## src/rtl/tia_h_pkg.sv

```systemverilog
// Shared horizontal-timing constants and types for the TIA line sequencer.
package tia_h_pkg;

    // Line is 57 counts of 4 color clocks each (228 clocks).
    localparam int unsigned H_COUNT_MAX = 56;
    localparam int unsigned SHS         = 4;   // set hsync
    localparam int unsigned RHS         = 8;   // reset hsync
    localparam int unsigned RHB         = 17;  // reset hblank, normal line
    localparam int unsigned LRHB        = 19;  // reset hblank, hmove-extended line

    typedef logic [5:0] count_t;
    typedef logic [1:0] phase_t;

    // Line counter successor with wrap at the end of the line.
    function automatic count_t next_count(input count_t c);
        return (c == count_t'(H_COUNT_MAX)) ? '0 : c + 6'd1;
    endfunction

endpackage

```

## src/rtl/tia_h_sequencer_if.sv

```systemverilog
// Strobe/status bundle between the CPU-side register decode and the sequencer.
interface tia_h_sequencer_if;
    import tia_h_pkg::*;

    logic   wsync_strobe;
    logic   rsync_strobe;
    logic   hmove_strobe;
    count_t count;
    phase_t phase;
    logic   hsync;
    logic   hblank;
    logic   hmove_blank;
    logic   rdy;
    logic   line_start;

    modport master (
        output wsync_strobe, rsync_strobe, hmove_strobe,
        input  count, phase, hsync, hblank, hmove_blank, rdy, line_start
    );

    modport slave (
        input  wsync_strobe, rsync_strobe, hmove_strobe,
        output count, phase, hsync, hblank, hmove_blank, rdy, line_start
    );

endinterface

```

## src/rtl/tia_h_phase.sv

```systemverilog
// Divide-by-4 color-clock phase counter; advance marks the last phase of a count.
module tia_h_phase
    import tia_h_pkg::*;
(
    input  logic   clock,
    input  logic   reset,
    input  logic   sync_clear,
    output phase_t phase,
    output logic   advance
);

    // Free-running phase, forced to 0 on a line resync.
    always_ff @(posedge clock or posedge reset) begin
        if (reset) begin
            phase <= '0;
        end else if (sync_clear) begin
            phase <= '0;
        end else begin
            phase <= phase + 2'd1;
        end
    end

    assign advance = (phase == 2'd3);

endmodule

```

## src/rtl/tia_h_sequencer.sv

```systemverilog
// Horizontal line sequencer: line counter, sync/blank decodes, WSYNC halt, RSYNC.
module tia_h_sequencer
    import tia_h_pkg::*;
(
    input  logic              clock,
    input  logic              reset,
    tia_h_sequencer_if.slave  bus
);

    logic   sync;
    logic   advance;
    logic   primed_q;
    phase_t phase;
    count_t count_q;
    count_t count_d;
    logic   hsync_q;
    logic   hblank_q;
    logic   hmove_blank_q;
    logic   rdy_q;
    logic   line_start_q;
    logic   enter_0;
    logic   enter_shs;
    logic   enter_rhs;
    logic   enter_rhb;
    logic   enter_lrhb;

    // The first edge after reset behaves like RSYNC so line_start marks the restart.
    assign sync = bus.rsync_strobe | ~primed_q;

    tia_h_phase u_phase (
        .clock      (clock),
        .reset      (reset),
        .sync_clear (sync),
        .phase      (phase),
        .advance    (advance)
    );

    assign count_d = advance ? next_count(count_q) : count_q;

    // Decode the edge on which the counter enters each timing point.
    always_comb begin
        enter_0    = advance && (count_d == '0);
        enter_shs  = advance && (count_d == count_t'(SHS));
        enter_rhs  = advance && (count_d == count_t'(RHS));
        enter_rhb  = advance && (count_d == count_t'(RHB));
        enter_lrhb = advance && (count_d == count_t'(LRHB));
    end

    // Counter and all registered line outputs.
    always_ff @(posedge clock or posedge reset) begin
        if (reset) begin
            primed_q      <= 1'b0;
            count_q       <= '0;
            hsync_q       <= 1'b0;
            hblank_q      <= 1'b1;
            hmove_blank_q <= 1'b0;
            rdy_q         <= 1'b1;
            line_start_q  <= 1'b0;
        end else if (sync) begin
            primed_q      <= 1'b1;
            count_q       <= '0;
            hsync_q       <= 1'b0;
            hblank_q      <= 1'b1;
            hmove_blank_q <= hmove_blank_q | bus.hmove_strobe;
            // A coincident WSYNC still halts until the following line.
            rdy_q         <= ~bus.wsync_strobe;
            line_start_q  <= 1'b1;
        end else begin
            count_q      <= count_d;
            line_start_q <= enter_0;

            if (enter_shs) begin
                hsync_q <= 1'b1;
            end else if (enter_rhs) begin
                hsync_q <= 1'b0;
            end

            if (enter_0) begin
                hblank_q <= 1'b1;
            end else if (enter_rhb && !hmove_blank_q) begin
                hblank_q <= 1'b0;
            end else if (enter_lrhb && hmove_blank_q) begin
                hblank_q <= 1'b0;
            end

            // A late HMOVE stays latched and extends the next line's blank instead.
            if (bus.hmove_strobe) begin
                hmove_blank_q <= 1'b1;
            end else if (enter_lrhb && hmove_blank_q) begin
                hmove_blank_q <= 1'b0;
            end

            if (bus.wsync_strobe) begin
                rdy_q <= 1'b0;
            end else if (enter_0) begin
                rdy_q <= 1'b1;
            end
        end
    end

    assign bus.count       = count_q;
    assign bus.phase       = phase;
    assign bus.hsync       = hsync_q;
    assign bus.hblank      = hblank_q;
    assign bus.hmove_blank = hmove_blank_q;
    assign bus.rdy         = rdy_q;
    assign bus.line_start  = line_start_q;

endmodule
```

## src/flat_wrapper.sv

```systemverilog
// flat-port wrapper written by rule: the top's interface ports become plain ports
module tia_h_sequencer_flat import tia_h_pkg::*;
  (clock, reset, bus_wsync_strobe, bus_rsync_strobe, bus_hmove_strobe, bus_count, bus_phase, bus_hsync, bus_hblank, bus_hmove_blank, bus_rdy, bus_line_start);
  tia_h_sequencer_if bus_i ();
  input  logic clock;
  input  logic reset;
  input wire logic [$bits(bus_i.wsync_strobe)-1:0] bus_wsync_strobe;
  input wire logic [$bits(bus_i.rsync_strobe)-1:0] bus_rsync_strobe;
  input wire logic [$bits(bus_i.hmove_strobe)-1:0] bus_hmove_strobe;
  output wire logic [$bits(bus_i.count)-1:0] bus_count;
  output wire logic [$bits(bus_i.phase)-1:0] bus_phase;
  output wire logic [$bits(bus_i.hsync)-1:0] bus_hsync;
  output wire logic [$bits(bus_i.hblank)-1:0] bus_hblank;
  output wire logic [$bits(bus_i.hmove_blank)-1:0] bus_hmove_blank;
  output wire logic [$bits(bus_i.rdy)-1:0] bus_rdy;
  output wire logic [$bits(bus_i.line_start)-1:0] bus_line_start;
  assign bus_i.wsync_strobe = bus_wsync_strobe;
  assign bus_i.rsync_strobe = bus_rsync_strobe;
  assign bus_i.hmove_strobe = bus_hmove_strobe;
  assign bus_count = bus_i.count;
  assign bus_phase = bus_i.phase;
  assign bus_hsync = bus_i.hsync;
  assign bus_hblank = bus_i.hblank;
  assign bus_hmove_blank = bus_i.hmove_blank;
  assign bus_rdy = bus_i.rdy;
  assign bus_line_start = bus_i.line_start;
  tia_h_sequencer u_core (.clock(clock), .reset(reset), .bus(bus_i));
endmodule
```

## config.mk

```make
export PLATFORM = sky130hd
export DESIGN_NAME = tia_h_sequencer_flat
export DESIGN_NICKNAME = d
export VERILOG_FILES = /design/src/rtl/tia_h_pkg.sv /design/src/rtl/tia_h_sequencer_if.sv /design/src/rtl/tia_h_phase.sv /design/src/rtl/tia_h_sequencer.sv /design/src/flat_wrapper.sv
export SDC_FILE = /design/constraint.sdc
export NUM_CORES = 1
export LEC_CHECK = 0
export ABC_AREA = 1
export BUFFER_PORTS_ARGS = -buffer_cell sky130_fd_sc_hd__buf_2
export CAP_MARGIN = 25
export CORE_UTILIZATION = 51
export DETAILED_ROUTE_END_ITERATION = 8
export PLACE_DENSITY = 0.85
export SLEW_MARGIN = 15
export SYNTH_ARGS = -nofsm -noshare
export SYNTH_HDL_FRONTEND = slang
export SYNTH_SLANG_ARGS = --single-unit
```

## constraint.sdc

```tcl
create_clock -name clock -period 2.3 [get_ports clock]
set_clock_uncertainty 0.2 [all_clocks]
set_input_delay 0.46 -clock clock [delete_from_list [all_inputs] [get_ports clock]]
set_output_delay 0.46 -clock clock [all_outputs]
set_load 0.02 [all_outputs]
```

==> parameters.txt <==
Parameter                              Value

Clock network
  Number of post-CTS setup repair buffers ... 0
  Resize count post-CTS ... 0
  Number of H-tree levels ... 1
  Buffers from clock root to sink, at most ... 2
  Insertion delay of the later-clocked pin in the worst-skew pair ... 0.27 ns
  Clock buffers created by TritonCTS ... 3
  Hold-fix buffer count after cts ... 0
  CTS clock-pin slew for the worst setup and hold paths ... 0.08 ns
  Total number of clock tree sinks ... 14
  Buffer cell driving the clock tree root ... sky130_fd_sc_hd__clkbuf_4
  Clock tree from TritonCTS ... yes

Timing
  Max Slew Vio Count ... 0
  Hold Worst Slack ... 0.00429 ns
  Tmin final ... 1.98 ns
  Slew @ Worst Pin ... 0.522 ns
  Setup Viol. Count Final ... 0
  Worst slew margin relative to its limit ... 65.2%
  Final number of hold-violating endpoints ... 0
  Post-route fraction of the period consumed by the critical path ... 86.0%
  RSZ-0062 raised after global routing ... no
  F_max ... 505 MHz
  Post-Route Setup TNS ... 0 ns

Floorplan
  Die Y ... 41.4 um
  Top Ports ... 18
  Die boundary width ... 41.4 um
  Num rows ... 13
  Area of the die ... 1720 um2
  Core footprint ... 1370 um2
  Initial Util ... 58.1%

Worst setup path
  Crit path capture type ... flip-flop
  Delay-heaviest family, CP ... simple AND/OR/NAND/NOR gates
  Arrival time worst endpoint ... 1.95 ns
  RR Endpoint ... u_core.bus.hmove_blank
  Delay of the slowest critical-path stage ... 0.37 ns
  List of cells traversed by the critical path ... ha_1 -> nand2_2 -> inv_1 -> nand3_1 -> nand2_1 -> nand3_1 -> nand2b_2 -> nor2_1 -> nand2_1 -> nand2_1 -> nand2_1
  Crit path buf inv count ... 1
  Cell occurring most often along the worst timing path ... sky130_fd_sc_hd__nand2_1
  Crit path max-delay cell type ... sky130_fd_sc_hd__dfrtp_1
  Setup slack of the most critical reg-to-reg path ... 0.32 ns
  Kind of critical path ... reg -> reg
  Critical Path Start Type ... flip-flop
  Critical path required time ... 2.27 ns
  Reg2Reg Launch Point ... u_core.u_phase.phase[0]
  Depth of the worst register-to-register path ... 11
  Critical Path Fanout Max ... 8

Synth
  Library cells used by synthesis ... 19
  Average size of a mapped cell ... 7.78 um2
  Leading cell types by total area after synthesis ... sky130_fd_sc_hd__dfrtp_1 (38%), sky130_fd_sc_hd__nand2_1 (9.9%), sky130_fd_sc_hd__nor2_1 (8.5%), sky130_fd_sc_hd__inv_1 (8.0%), sky130_fd_sc_hd__dfstp_2 (6.6%)
  Synthesized flop and latch total ... 14
  Combined area of all synthesized cells ... 793 um2
  Proportion of synthesized chip area in sequential cells ... 44.5%
  Gate Count Post-Synth ... 102
  Total nets after synthesis ... 110
  Share of Yosys cell area claimed by the top area cell type ... 37.9%
  Cell type with the largest total area after synthesis ... sky130_fd_sc_hd__dfrtp_1
  Number of synthesis warnings ... 0

Final layout
  Layout Area Growth over Synthesis ... 15.9%
  Most common cell after layout, fill and taps aside ... sky130_fd_sc_hd__nand2_1
  Top library cells by usage in the layout, fill and taps aside ... sky130_fd_sc_hd__nand2_1 (21), sky130_fd_sc_hd__nor2_1 (18), sky130_fd_sc_hd__inv_1 (17), sky130_fd_sc_hd__buf_2 (17), sky130_fd_sc_hd__dfrtp_1 (12)
  Nets ... 131
  Antenna diode count ... 0
  Post-layout instance count excluding filler cells ... 137
  Share of final-layout standard cells stronger than drive strength 1 ... 27.0%

Pwr
  Switching component of the power ... 97.9 uW
  Fraction of power consumed by combinational cells ... 6.2%
  PnR Total Power ... 454 uW
  Proportion of power drawn by the clock network ... 38.0%
  Maximum resistive drop on vdd ... 0.484 mV
  Flop pwr share ... 55.8%
  Net switching share of the total power ... 21.6%
  Power density relative to cell area ... 494 nW/um2
  Leakage power summed over all cells ... 0.503 nW
  Internal portion of total power ... 356 uW

GRT
  Maximum number of pins on one net before global-route repair ... 15
  First-pass GRT wire length ... 2.68 mm
  Total congestion overflow ... 0
  Initial antenna violation count ... 0
  Global-route total usage across every layer ... 19.7%
  Vias in the first global route ... 651

Run status
  Status ... complete, no violations

Placed design
  IO Port Bufs ... 17
  GP Congestion ... 0.846
  Detail Placement HPWL ... 1.19 mm
  Placed Cells incl. Taps ... 133

Detailed routing
  Antenna-violating nets left ... 0
  Detailed-router iteration count before antenna repair ... 4
  Detailed-route wire length per cell ... 10.6 um
  Vias per Instance ... 4.96
  Initial drt markers ... 14
  Total number of vias ... 680
  Drt total wl ... 1.45 mm
  Post-route DRC violation count ... 0

Min path
  HP Class ... in -> async

Flow run
  Reported max-cap violation count ... 0
## power by group through the flow
stage / sequential, mW / clock [mW] / combinational [mW]
finish: 0.254 / 0.173 / 0.0281
global route: 0.254 / 0.185 / 0.0326
global placement: 0.258 / 0 / 0.0282
CTS: 0.254 / 0.177 / 0.0289
detailed placement: 0.258 / 0 / 0.0288
floorplan: 0.263 / 0 / 0.0139
## cell usage after synthesis
cell                       instances
sky130_fd_sc_hd__nand2_1          21
sky130_fd_sc_hd__nor2_1           18
sky130_fd_sc_hd__inv_1            17
sky130_fd_sc_hd__dfrtp_1          12
sky130_fd_sc_hd__nand3_1           8
sky130_fd_sc_hd__nand2_2           4
sky130_fd_sc_hd__ha_1              3
sky130_fd_sc_hd__nand3_2           3
sky130_fd_sc_hd__nand4_1           3
sky130_fd_sc_hd__a21oi_1           2
sky130_fd_sc_hd__dfstp_2           2
sky130_fd_sc_hd__nor2_2            2
sky130_fd_sc_hd__clkbuf_8          1
sky130_fd_sc_hd__conb_1            1
sky130_fd_sc_hd__nand2b_2          1
sky130_fd_sc_hd__nor3_1            1
sky130_fd_sc_hd__o21bai_1          1
sky130_fd_sc_hd__xnor2_1           1
sky130_fd_sc_hd__xor2_1            1
## per-layer routing
metal / vias to the layer above / GRT usage [%] / share of wire [%]
met5: - / 0 / 0
met4: 0 / 1.94 / 0
met3: 0 / 5.22 / 4.5
met2: 20 / 34.1 / 47
met1: 309 / 25.5 / 48
li1: 351 / - / -
## state kept, by name, summed over array words and instances, names as in the netlist
name and cells:
u_core.bus.count 6, u_core.bus.hblank 1, u_core.bus.hmove_blank 1, u_core.bus.hsync 1, u_core.bus.line_start 1, u_core.bus.rdy 1
u_core.primed_q 1, u_core.u_phase.phase 2
## final cells by class
| class | instances | area [um2] |
|---|---|---|
| clock buffers | 4 | 36.3 |
| fillers | 125 | 447 |
| inverters | 17 | 63.8 |
| multi-input cells | 70 | 363 |
| flip-flops and latches | 14 | 353 |
| well taps | 15 | 18.8 |
| repair buffers | 17 | 85.1 |
## cells by family (layout without fill, tap and decap cells)
family / after synthesis / in the layout / synth area share, %
AND/OR/NAND/NOR: 61 / 61 / 36.1
other: 1 / 1 / 0.473
buffers and inverters: 18 / 38 / 9.78
XOR/XNOR: 2 / 2 / 2.21
flip-flops: 14 / 14 / 44.5
AO/OA/AOI/OAI: 3 / 3 / 2.21
adder cells (fa/ha/maj): 3 / 3 / 4.73
## through the flow
stage               util, %  area, um2  setup slack [ns]
finish                 67.3        920             0.321
global route           67.3        920             0.129
CTS                    67.3        920             0.320
detailed placement     64.7        883             0.329
global placement       64.7        883             0.398
floorplan                 -        793             0.432
## worst max-delay path by stage
stage                     cells past startpoint                    start                      to
after global routing                         12  u_core.u_phase.phase[0]          u_core.bus.rdy
after CTS                                    11  u_core.u_phase.phase[0]  u_core.bus.hmove_blank
after global placement                       11  u_core.u_phase.phase[0]  u_core.bus.hmove_blank
after floorplan                              12  u_core.u_phase.phase[0]  u_core.bus.hmove_blank
after detailed placement                     11  u_core.u_phase.phase[0]  u_core.bus.hmove_blank
final                                        11  u_core.u_phase.phase[0]  u_core.bus.hmove_blank
No activity file was read; power rests on OpenSTA's default activity.
